File: src/rtl/cnm_pipe_pkg.sv
// Shared constants and types for the pipeline boundary stages.
// Optional perf counters are enabled with the CNM_PIPE_PERF_EN macro.
package cnm_pipe_pkg;

    localparam logic [31:0] CNM_NOP_INST = 32'h0000_0013;   // addi x0,x0,0

    typedef enum logic [1:0] {
        ST_EMPTY = 2'd0,
        ST_ONE   = 2'd1,
        ST_FULL  = 2'd2
    } skid_state_e;

    localparam int unsigned       PERF_W   = 32;
    localparam logic [PERF_W-1:0] PERF_SAT = '1;

endpackage

File: src/rtl/cnm_sat_cnt.sv
// Saturating event counter used for the pipeline stage perf counters.
// Built only when CNM_PIPE_PERF_EN is defined.
module cnm_sat_cnt
    import cnm_pipe_pkg::*;
(
    input  logic              clk,
    input  logic              rst,
    input  logic              inc,
    output logic [PERF_W-1:0] count
);

    logic [PERF_W-1:0] count_q;
    logic [PERF_W-1:0] count_d;

    always_comb begin
        // NOTE: default assignment first so no path leaves count_d unassigned (no latch).
        count_d = count_q;
        if (inc && (count_q != PERF_SAT)) begin
            count_d = count_q + PERF_W'(1);
        end
    end

    always_ff @(posedge clk) begin
        if (!rst) begin
            count_q <= '0;
        end else begin
            count_q <= count_d;
        end
    end

    assign count = count_q;

endmodule

File: src/rtl/pipe_skid_stage.sv
// Pipeline boundary register with valid/ready, 2-entry skid buffer, flush and hold.
// Perf counters are built only when CNM_PIPE_PERF_EN is defined.
module pipe_skid_stage
    import cnm_pipe_pkg::*;
#(
    parameter int unsigned       INST_W    = 32,
    parameter int unsigned       ADDR_W    = 32,
    parameter int unsigned       PAYLOAD_W = 64,
    parameter logic [INST_W-1:0] NOP_INST  = INST_W'(CNM_NOP_INST)
) (
    input  logic                 clk,
    input  logic                 rst,
    input  logic                 in_valid,
    output logic                 in_ready,
    input  logic [INST_W-1:0]    in_inst,
    input  logic [ADDR_W-1:0]    in_addr,
    input  logic [PAYLOAD_W-1:0] in_payload,
    output logic                 out_valid,
    input  logic                 out_ready,
    output logic [INST_W-1:0]    out_inst,
    output logic [ADDR_W-1:0]    out_addr,
    output logic [PAYLOAD_W-1:0] out_payload,
    input  logic                 hold,
    input  logic                 flush,
    output logic [PERF_W-1:0]    perf_stall_cnt,
    output logic [PERF_W-1:0]    perf_bubble_cnt
);

    skid_state_e          state_q;
    logic                 in_ready_q;
    logic [INST_W-1:0]    main_inst_q;
    logic [ADDR_W-1:0]    main_addr_q;
    logic [PAYLOAD_W-1:0] main_payload_q;
    logic [INST_W-1:0]    skid_inst_q;
    logic [ADDR_W-1:0]    skid_addr_q;
    logic [PAYLOAD_W-1:0] skid_payload_q;

    logic main_v;
    logic rdy_eff;
    logic pop;
    logic push;

    assign main_v  = (state_q != ST_EMPTY);
    assign rdy_eff = out_ready && !hold;
    assign pop     = main_v && rdy_eff;
    assign push    = in_valid && in_ready_q && !flush;

    // Main entry doubles as the output register, so it carries NOP/0/0 whenever empty.
    always_ff @(posedge clk) begin
        if (!rst) begin
            state_q        <= ST_EMPTY;
            in_ready_q     <= 1'b1;
            main_inst_q    <= NOP_INST;
            main_addr_q    <= '0;
            main_payload_q <= '0;
        end else if (flush) begin
            state_q        <= ST_EMPTY;
            in_ready_q     <= 1'b1;
            main_inst_q    <= NOP_INST;
            main_addr_q    <= '0;
            main_payload_q <= '0;
        end else begin
            // NOTE: non-blocking assignments so every flop samples pre-edge values.
            unique case (state_q)
                ST_EMPTY: begin
                    if (push) begin
                        state_q        <= ST_ONE;
                        main_inst_q    <= in_inst;
                        main_addr_q    <= in_addr;
                        main_payload_q <= in_payload;
                    end
                end
                ST_ONE: begin
                    if (push && pop) begin
                        main_inst_q    <= in_inst;
                        main_addr_q    <= in_addr;
                        main_payload_q <= in_payload;
                    end else if (push) begin
                        state_q    <= ST_FULL;
                        in_ready_q <= 1'b0;
                    end else if (pop) begin
                        state_q        <= ST_EMPTY;
                        main_inst_q    <= NOP_INST;
                        main_addr_q    <= '0;
                        main_payload_q <= '0;
                    end
                end
                ST_FULL: begin
                    if (pop) begin
                        state_q        <= ST_ONE;
                        in_ready_q     <= 1'b1;
                        main_inst_q    <= skid_inst_q;
                        main_addr_q    <= skid_addr_q;
                        main_payload_q <= skid_payload_q;
                    end
                end
                default: begin
                    state_q        <= ST_EMPTY;
                    in_ready_q     <= 1'b1;
                    main_inst_q    <= NOP_INST;
                    main_addr_q    <= '0;
                    main_payload_q <= '0;
                end
            endcase
        end
    end

    // NOTE: skid data needs no reset; it is only read after state_q says it was loaded.
    always_ff @(posedge clk) begin
        if (rst && !flush && (state_q == ST_ONE) && push && !pop) begin
            skid_inst_q    <= in_inst;
            skid_addr_q    <= in_addr;
            skid_payload_q <= in_payload;
        end
    end

    assign in_ready    = in_ready_q;
    assign out_valid   = main_v;
    assign out_inst    = main_inst_q;
    assign out_addr    = main_addr_q;
    assign out_payload = main_payload_q;

`ifdef CNM_PIPE_PERF_EN
    cnm_sat_cnt u_stall_cnt (
        .clk   (clk),
        .rst   (rst),
        .inc   (main_v && !rdy_eff),
        .count (perf_stall_cnt)
    );

    cnm_sat_cnt u_bubble_cnt (
        .clk   (clk),
        .rst   (rst),
        .inc   (!main_v && !hold),
        .count (perf_bubble_cnt)
    );
`else
    assign perf_stall_cnt  = '0;
    assign perf_bubble_cnt = '0;
`endif

endmodule
File: config.mk
export PLATFORM = sky130hd
export DESIGN_NAME = pipe_skid_stage
export DESIGN_NICKNAME = d
export VERILOG_FILES = /design/src/rtl/cnm_pipe_pkg.sv /design/src/rtl/cnm_sat_cnt.sv /design/src/rtl/pipe_skid_stage.sv
export SDC_FILE = /design/constraint.sdc
export NUM_CORES = 1
export LEC_CHECK = 0
export BUFFER_PORTS_ARGS = -buffer_cell sky130_fd_sc_hd__clkbuf_2
export CORE_ASPECT_RATIO = 1.2
export CORE_MARGIN = 5
export CORE_UTILIZATION = 50
export CTS_CLUSTER_DIAMETER = 100
export DETAILED_ROUTE_END_ITERATION = 8
export GPL_ROUTABILITY_DRIVEN = 0
export PLACE_DENSITY = 0.77
export SLEW_MARGIN = 10
export SYNTH_ARGS = -nofsm -noshare
export SYNTH_HDL_FRONTEND = slang
export SYNTH_SLANG_ARGS = --single-unit
File: constraint.sdc
create_clock -name clk -period 21.6 [get_ports clk]
set_input_delay 4.32 -clock clk [delete_from_list [all_inputs] [get_ports clk]]
set_output_delay 4.32 -clock clk [all_outputs]
set_load 0.05 [all_outputs]
==> flow_summary.json, run 1 <==
{
  "status": "complete, no violations",
  "drt_iter0_markers": 343,
  "cts_buffer_depth": 3,
  "critPathBufInv": 3,
  "multiInputGateArea_um2": 2580,
  "cts_buffers": 26,
  "crit_family": "buffers and inverters",
  "regArea_um2": 6470,
  "maxSlewViolCount": 0,
  "cts.clk_slew.worst_paths_ps": 60,
  "maxSlewHeadroom": 0.377,
  "timing.fmax_mhz": 153,
  "synth-main-ff-cell": "dfxtp_1",
  "leakagePower_nw": 5.93,
  "num_vias": 6263,
  "worst_pin_slew_ps": 934,
  "ios": 328,
  "path_class": "input port to flip-flop",
  "rrSetupSlack_ps": 18640,
  "slowest_stage": "buf_4",
  "grt_pass1_vias": 6290,
  "synth_seq_cells": 259,
  "ys_seq_area_frac": 0.681,
  "finalCritPeriodShare": 0.302,
  "grt_use_total": 0.185,
  "synthMuxAreaShare": 0,
  "antenna_found_initial": 1,
  "r2r-start": "state_q[0]",
  "globalRoute.totalOverflow": 0,
  "synth_area_per_cell_um2": 14.4,
  "initial_core_util": 0.505,
  "ys_async_sr_fraction": 0,
  "area_growth_pct": 23.3,
  "cts_root_buf": "clkbuf_16",
  "vias_per_cell": 5.26,
  "hold_viol_final": 0,
  "crit_path_start_kind": "input port",
  "setup_tns_ps": 0,
  "first_pass_iters": 4,
  "fin_cells": 1191,
  "cpMostUsedCell": "buf_4",
  "post-place-cells": 1143,
  "drive_gt1_frac": 0.343,
  "synth_edf_count": 128,
  "end_kind": "flip-flop",
  "synth_top_family_by_area": "compound AO/OA/AOI/OAI gates",
  "core_um2": 18800,
  "hp-class": "flip-flop to flip-flop",
  "num_antenna_cells": 0,
  "whs_endpoint": "out_addr[7]",
  "grt_pass1_wl_mm": 32.7,
  "nNetsFinal": 1049,
  "cp.required_ps": 21740,
  "synth_warnings": 0,
  "rsz0062_at_grt": "no",
  "cts_tree": "done",
  "ir_worst_vdd_v": 0.0000764,
  "maxCapViolations": 0,
  "synth_compound_area_frac": 0.230,
  "clk_latency_ps": 520,
  "final-setup-viol-count": 0,
  "placementRows": 55,
  "htree_levels": 1,
  "grt_max_degree": 88,
  "clock-sinks": 259,
  "p_per_area_nw_per_um2": 93.1,
  "cts_hold_buf": 0,
  "route.detailed.drc": 0,
  "wirelength_mm": 21.3,
  "post_drt_wl_per_cell_um": 17.9,
  "reg2reg_depth": 4,
  "netlist-cell-type-count": 34,
  "crit_fanout": 60,
  "synth_fa_ha_area_frac": 0,
  "nFillCells": 1469,
  "syn-instance-count": 661,
  "rr_endpoint": "skid_inst_q[6]",
  "hpwlAfterDp_mm": 14.4,
  "dieHeight_um": 161,
  "synthSimpleGateAreaFrac": 0.0146,
  "worstHoldStart": "out_addr[7]",
  "post_cts_buffers": 0,
  "final_antenna_net_count": 0,
  "ctsResizeCount": 0,
  "hold_path_depth": 1,
  "dieArea_um2": 21800,
  "crit_chain": "clkbuf_2, nand2b_1, nand2_1, nor4_2, buf_4, buf_4",
  "slowest_delay_ps": 750,
  "synth_area_um2": 9490,
  "fin_skew_ps": 13.0,
  "io_buffers": 263,
  "die_w_um": 136,
  "worstPathArrival_ps": 6660,
  "min_period_ps": 6510,
  "synth_xor_area_frac": 0
}
[per-stage QoR]
| stage | hold WS, ps | instance area [µm²] | utilization | power, W | worst slack [ps] |
|---|---|---|---|---|---|
| global placement | 432 | 10700 | 0.572 | 0.000618 | 14540 |
| global route | 468 | 11700 | 0.623 | 0.00113 | 14820 |
| finish | 449 | 11700 | 0.623 | 0.00109 | 15090 |
| CTS | 454 | 11700 | 0.623 | 0.00110 | 15060 |
| floorplan | 515 | 9730 | - | 0.000603 | 3940 |
| detailed placement | 440 | 10700 | 0.572 | 0.000619 | 14510 |
[layout by cell type, fill, tap and decap left out, types with 3 or more instances in the layout]
| master | n |
|---|---|
| clkbuf_16 | 29 |
| clkinv_2 | 3 |
| clkbuf_2 | 263 |
| clkinvlp_4 | 4 |
| nand2b_1 | 3 |
| a21oi_1 | 3 |
| dfxtp_1 | 131 |
| a22oi_1 | 3 |
| o21ai_0 | 4 |
| bufinv_16 | 4 |
| a21o_1 | 125 |
| nor2_1 | 3 |
| conb_1 | 64 |
| edfxtp_1 | 128 |
| buf_4 | 8 |
| nor2b_1 | 3 |
| a22o_1 | 125 |
[per-layer routing]
layer  vias up  wire (µm)  track usage
met5         -         13            0
met4         2        586       0.0610
met3        49       2080       0.0501
met2       275      10300        0.311
met1      3025       8350        0.231
li1       2912          -            -
[kinds of logic after synthesis]
family          after synthesis
simple gates                 22
other cells                   1
flops                       259
buf+inv                     108
compound gates              271
[registers in the layout, indices dropped and copies added, names as in the netlist]
signal          count
out_addr           32
skid_inst_q        32
in_ready            1
state_q             2
out_payload        64
out_inst           32
skid_payload_q     64
skid_addr_q        32
[synth_stat cells, drive strengths merged, types with 3 or more instances]
cell | number | share of area
a21o | 125 | 0.099
edfxtp | 128 | 0.41
nand2b | 3 | 0.0020
clkbuf | 9 | 0.0036
a21oi | 3 | 0.0016
nor2 | 5 | 0.0030
nor2b | 3 | 0.0020
o21ai | 5 | 0.0026
a22oi | 3 | 0.0024
dfxtp | 131 | 0.28
a22o | 125 | 0.12
buf | 99 | 0.070
[worst max-delay path by stage]
| stage | end | depth (start not counted) | startpoint |
|---|---|---|---|
| after detailed placement | skid_payload_q[44] | 6 | hold |
| after global routing | skid_payload_q[61] | 6 | hold |
| after floorplan | skid_addr_q[0] | 3 | flush |
| final | skid_inst_q[6] | 6 | hold |
| after global placement | skid_addr_q[0] | 6 | hold |
| after CTS | skid_payload_q[13] | 6 | hold |
[report_power, final]
part           internal, W  switching, W
Sequential        0.000522    0.00000386
Clock             0.000298      0.000183
Combinational    0.0000188     0.0000639
Total             0.000838      0.000251
[area by class of cell]
class	count	area share
clock inverter	15	0.0163
sequential	259	0.553
tap	256	0.0274
multi-input combinational	357	0.221
timing repair buffer	271	0.118
clock buffer	33	0.0650
No activity file was read; power rests on OpenSTA's default activity.
==> run 2: changes to the inputs <==
--- a/config.mk
+++ b/config.mk
@@ -8,11 +8,11 @@
 export BUFFER_PORTS_ARGS = -buffer_cell sky130_fd_sc_hd__clkbuf_2
 export CORE_ASPECT_RATIO = 1.2
 export CORE_MARGIN = 5
-export CORE_UTILIZATION = 50
+export CORE_UTILIZATION = 45
 export CTS_CLUSTER_DIAMETER = 100
 export DETAILED_ROUTE_END_ITERATION = 8
 export GPL_ROUTABILITY_DRIVEN = 0
-export PLACE_DENSITY = 0.77
+export PLACE_DENSITY = 0.73
 export SLEW_MARGIN = 10
 export SYNTH_ARGS = -nofsm -noshare
 export SYNTH_HDL_FRONTEND = slang
==> constraint.sdc (replaced) <==
create_clock -name clk -period 5.5 [get_ports clk]
set_input_delay 1.1 -clock clk [delete_from_list [all_inputs] [get_ports clk]]
set_output_delay 1.1 -clock clk [all_outputs]
set_load 0.05 [all_outputs]
==> run 2 against run 1 <==
Sequential share of layout area grew 0.45 points. Worst hold slack is essentially flat. Largest cell class unchanged. Non-clock buffer count shrank 1. Critical path depth shrank 4. Flip-flop and latch count is the same.
==> flow_summary.json, run 2 (synthesized netlist as in run 1, its figures left out) <==
{
  "placementRows": 58,
  "route.detailed.drc": 0,
  "r2r-start": "state_q[0]",
  "finalPower_w": 0.00404,
  "regArea_um2": 6470,
  "vias_per_cell": 5.20,
  "nNetsFinal": 1047,
  "hold_viol_final": 0,
  "hpwlAfterDp_mm": 14.1,
  "cts_buffers": 25,
  "first_pass_iters": 4,
  "maxSlewHeadroom": 0.377,
  "cts_buffer_depth": 3,
  "maxSlewViolCount": 0,
  "grt_max_degree": 118,
  "path_class": "flip-flop to output port",
  "drt_iter0_markers": 270,
  "num_vias": 6241,
  "drive_gt1_frac": 0.342,
  "crit_chain": "or2_2, clkbuf_2",
  "rsz0062_at_grt": "no",
  "hp-class": "flip-flop to flip-flop",
  "crit_path_start_kind": "flip-flop",
  "worst_pin_slew_ps": 935,
  "slowest_stage": "dfxtp_1",
  "crit_fanout": 17,
  "htree_levels": 1,
  "post_drt_wl_per_cell_um": 18.0,
  "netSwitchingPower_w": 0.000964,
  "cts_hold_buf": 0,
  "core_um2": 20900,
  "ctsResizeCount": 0,
  "dieHeight_um": 169,
  "setup_tns_ps": 0,
  "fin_skew_ps": 9.14,
  "nFillCells": 1733,
  "ios": 328,
  "grt_pass1_vias": 6278,
  "area_growth_pct": 22.3,
  "num_antenna_cells": 0,
  "layout_common_cells": "clkbuf_2, dfxtp_1, edfxtp_1",
  "slowest_delay_ps": 730,
  "share_comb_of_total_power": 0.081,
  "io_buffers": 263,
  "reg2reg_depth": 3,
  "clock-sinks": 259,
  "grt_use_total": 0.169,
  "mostFrequentLayoutCell": "clkbuf_2",
  "final_antenna_net_count": 0,
  "hold_path_depth": 1,
  "final-setup-viol-count": 0,
  "status": "complete, no violations",
  "worstPathArrival_ps": 1770,
  "multiInputGateArea_um2": 2610,
  "wirelength_mm": 21.6,
  "cts_root_buf": "clkbuf_16",
  "timing.fmax_mhz": 348,
  "post_cts_buffers": 0,
  "cts.clk_slew.worst_paths_ps": 60,
  "end_kind": "output port",
  "worstHoldStart": "out_inst[27]",
  "p_per_area_nw_per_um2": 348,
  "grt_pass1_wl_mm": 33.3,
  "maxCapViolations": 0,
  "antenna_found_initial": 1,
  "cts_tree": "done",
  "ir_worst_vdd_v": 0.000305,
  "post-place-cells": 1156,
  "p_sw_frac": 0.238,
  "internal_power_w": 0.00308,
  "rr_endpoint": "skid_payload_q[44]",
  "whs_endpoint": "out_inst[27]",
  "dieArea_um2": 24100,
  "stdcell_area_um2": 11600,
  "cp.required_ps": 4400,
  "rrSetupSlack_ps": 3190,
  "globalRoute.totalOverflow": 0,
  "fin_cells": 1201,
  "clk_latency_ps": 510,
  "min_period_ps": 2870,
  "die_w_um": 143,
  "clkPwrFrac": 0.409,
  "leakagePower_nw": 5.88,
  "pwr-share-seq": 0.511,
  "finalCritPeriodShare": 0.522,
  "initial_core_util": 0.454,
  "dpl_cell_area_um2": 10800
}
[run 2: layout make-up]
| class | count | share of cell area |
|---|---|---|
| Timing Repair Buffer | 270 | 0.120 |
| Clock buffer | 35 | 0.0615 |
| Multi-Input combinational cell | 357 | 0.225 |
| Clock inverter | 10 | 0.00733 |
| Sequential cell | 259 | 0.557 |
| Tap cell | 270 | 0.0291 |
[run 2: per-layer routing]
layer / wire (µm) / track usage
met4: 390 / 0.0401
met1: 8650 / 0.207
met2: 10100 / 0.283
met5: 20 / 0
met3: 2410 / 0.0630
[run 2: power by group through the flow]
stage          clock network, W  logic (W)  registers, W
2_1_floorplan                 0   0.000194       0.00217
3_3_place_gp                  0   0.000322       0.00210
3_5_place_dp                  0   0.000326       0.00211
4_1_cts                 0.00170   0.000326       0.00206
5_1_grt                 0.00179   0.000345       0.00206
6_report                0.00165   0.000325       0.00206
[run 2: worst max path at each step]
stage                    endpoint  depth (start not counted)       start
2_1_floorplan      skid_addr_q[0]                          4        hold
3_3_place_gp      skid_addr_q[19]                          4       flush
3_5_place_dp   skid_payload_q[44]                          4       flush
4_1_cts                 out_valid                          2  state_q[0]
5_1_grt                 out_valid                          2  state_q[0]
6_report                out_valid                          2  state_q[0]
[run 2: per-stage QoR]
stage	util	setup slack [ps]	hold WS (ps)
after floorplan	-	-480	515
after global placement	0.517	2450	432
after detailed placement	0.517	2430	439
after CTS	0.555	2600	454
after global routing	0.555	2510	469
final	0.555	2630	448
[run 2: worst max-delay path, delay by kind of cell (launching register included)]
family,cells,cell delay [ps]
simple gates,1,250
flops,1,730
buf+inv,1,290
==> run 3: changes to the inputs <==
--- a/config.mk
+++ b/config.mk
@@ -8,11 +8,11 @@
 export BUFFER_PORTS_ARGS = -buffer_cell sky130_fd_sc_hd__clkbuf_2
 export CORE_ASPECT_RATIO = 1.2
 export CORE_MARGIN = 5
-export CORE_UTILIZATION = 45
+export CORE_UTILIZATION = 50
 export CTS_CLUSTER_DIAMETER = 100
 export DETAILED_ROUTE_END_ITERATION = 8
 export GPL_ROUTABILITY_DRIVEN = 0
-export PLACE_DENSITY = 0.73
+export PLACE_DENSITY = 0.77
 export SLEW_MARGIN = 10
 export SYNTH_ARGS = -nofsm -noshare
 export SYNTH_HDL_FRONTEND = slang
==> constraint.sdc (replaced) <==
create_clock -name clk -period 2.8 [get_ports clk]
set_input_delay 0.56 -clock clk [delete_from_list [all_inputs] [get_ports clk]]
set_output_delay 0.56 -clock clk [all_outputs]
set_load 0.05 [all_outputs]
==> run 3 against run 2 <==
Flip-flop and latch count unchanged. Critical path depth unchanged. Highest routed layer is now met4. Setup slack got worse by 2100 ps. Count of clock-buffer cells in the layout increased by 1. Clock power increased by 110%. Non-clock buffer count increased by 5.
==> flow_summary.json, run 3 (synthesized netlist as in run 1, its figures left out) <==
{
  "status": "complete, no violations",
  "worst_pin_slew_ps": 617,
  "fin_cells": 1195,
  "dieArea_um2": 21800,
  "cts_hold_buf": 0,
  "die_w_um": 136,
  "io_buffers": 263,
  "clock-sinks": 259,
  "reg2reg_depth": 3,
  "initial_core_util": 0.505,
  "mostFrequentLayoutCell": "clkbuf_2",
  "post_cts_buffers": 0,
  "core_um2": 18800,
  "clk_latency_ps": 510,
  "area_growth_pct": 24.0,
  "crit_fanout": 17,
  "post-place-cells": 1147,
  "rsz0062_at_grt": "no",
  "cts_buffer_depth": 3,
  "hp-class": "input port to flip-flop",
  "grt_pass1_vias": 6451,
  "post-route-util": 0.626,
  "cts_tree": "done",
  "maxCapViolations": 0,
  "cts.clk_slew.worst_paths_ps": 60,
  "htree_levels": 1,
  "grt_util_met2": 0.324,
  "min_period_ps": 2320,
  "path_class": "flip-flop to output port",
  "dpl_cell_area_um2": 10900,
  "use_met3": 0.0717,
  "ctsResizeCount": 0,
  "globalRoute.totalOverflow": 0,
  "dieHeight_um": 161,
  "hold_slack_ps": 230,
  "hpwlAfterDp_mm": 14.7,
  "antenna_found_initial": 0,
  "grt_pass1_wl_mm": 34.0,
  "cts_buffers": 26,
  "grt_use_total": 0.191,
  "final-setup-viol-count": 0,
  "gr-max-usage-layer": "met2",
  "maxSlewViolCount": 0,
  "finalCritPeriodShare": 0.829,
  "fin_skew_ps": 6.55,
  "p_per_area_nw_per_um2": 698,
  "rr_endpoint": "skid_addr_q[0]",
  "cp.required_ps": 2240,
  "crit_start": "state_q[0]",
  "leakagePower_nw": 5.95,
  "drt_iter0_markers": 331,
  "ios": 328,
  "rrSetupSlack_ps": 690,
  "first_pass_iters": 4,
  "use_met1": 0.233,
  "drive_gt1_frac": 0.344,
  "worstPathArrival_ps": 1760,
  "vias_per_cell": 5.22,
  "nNetsFinal": 1053,
  "r2r-start": "state_q[0]",
  "end_kind": "output port",
  "route.detailed.drc": 0,
  "post_drt_wl_per_cell_um": 18.1,
  "layout_common_cells": "clkbuf_2, dfxtp_1, edfxtp_1",
  "timing.fmax_mhz": 431,
  "maxSlewHeadroom": 0.588,
  "num_vias": 6243,
  "final_antenna_net_count": 0,
  "hold_viol_final": 0,
  "num_antenna_cells": 0,
  "wirelength_mm": 21.7,
  "ir_worst_vdd_v": 0.000492,
  "stdcell_area_um2": 11800,
  "grt_max_degree": 91,
  "endpoint": "out_valid",
  "cts_root_buf": "clkbuf_16",
  "placementRows": 55,
  "crit_path_start_kind": "flip-flop"
}
[run 3: critical path, stage by stage, from the launching register on]
cell	delay [ps]
dfxtp_1	710
or2_2	250
clkbuf_2	280
[run 3: report_power, final]
group	internal [W]	switching, W	total [W]	leakage (nW)
combinational	0.000151	0.000495	0.000646	3.31
clock	0.00212	0.00139	0.00351	0.424
sequential	0.00402	0.0000287	0.00405	2.21
[run 3: how the worst min path moves through the flow]
stage / startpoint / to / slack [ps] / depth (start not counted)
finish: in_inst[11] / skid_inst_q[11] / 230 / 1
CTS: in_inst[11] / skid_inst_q[11] / 210 / 1
global route: in_inst[11] / skid_inst_q[11] / 200 / 1
global placement: out_addr[21] / out_addr[21] / 430 / 1
detailed placement: out_addr[21] / out_addr[21] / 440 / 1
floorplan: skid_addr_q[23] / out_addr[23] / 520 / 2
[run 3: metal layers]
metal | part of all wire | vias to the layer above
li1 | - | 2920
met1 | 0.39 | 3043
met2 | 0.48 | 260
met3 | 0.11 | 20
met4 | 0.013 | 0
met5 | 0 | -
[run 3: final cells by class]
type	instances	area, µm²
clock buffers	36	739
clock inverters	12	136
fillers	1464	7020
multi-input cells	357	2610
flip-flops and latches	259	6470
well taps	256	320
repair buffers	275	1490
[run 3: stage by stage]
| stage | TNS (ps) | setup slack (ps) | power, W |
|---|---|---|---|
| 2_1_floorplan | -337980 | -2640 | 0.00465 |
| 3_3_place_gp | 0 | 532 | 0.00477 |
| 3_5_place_dp | 0 | 477 | 0.00478 |
| 4_1_cts | 0 | 479 | 0.00829 |
| 5_1_grt | 0 | 418 | 0.00853 |
| 6_report | 0 | 479 | 0.00821 |
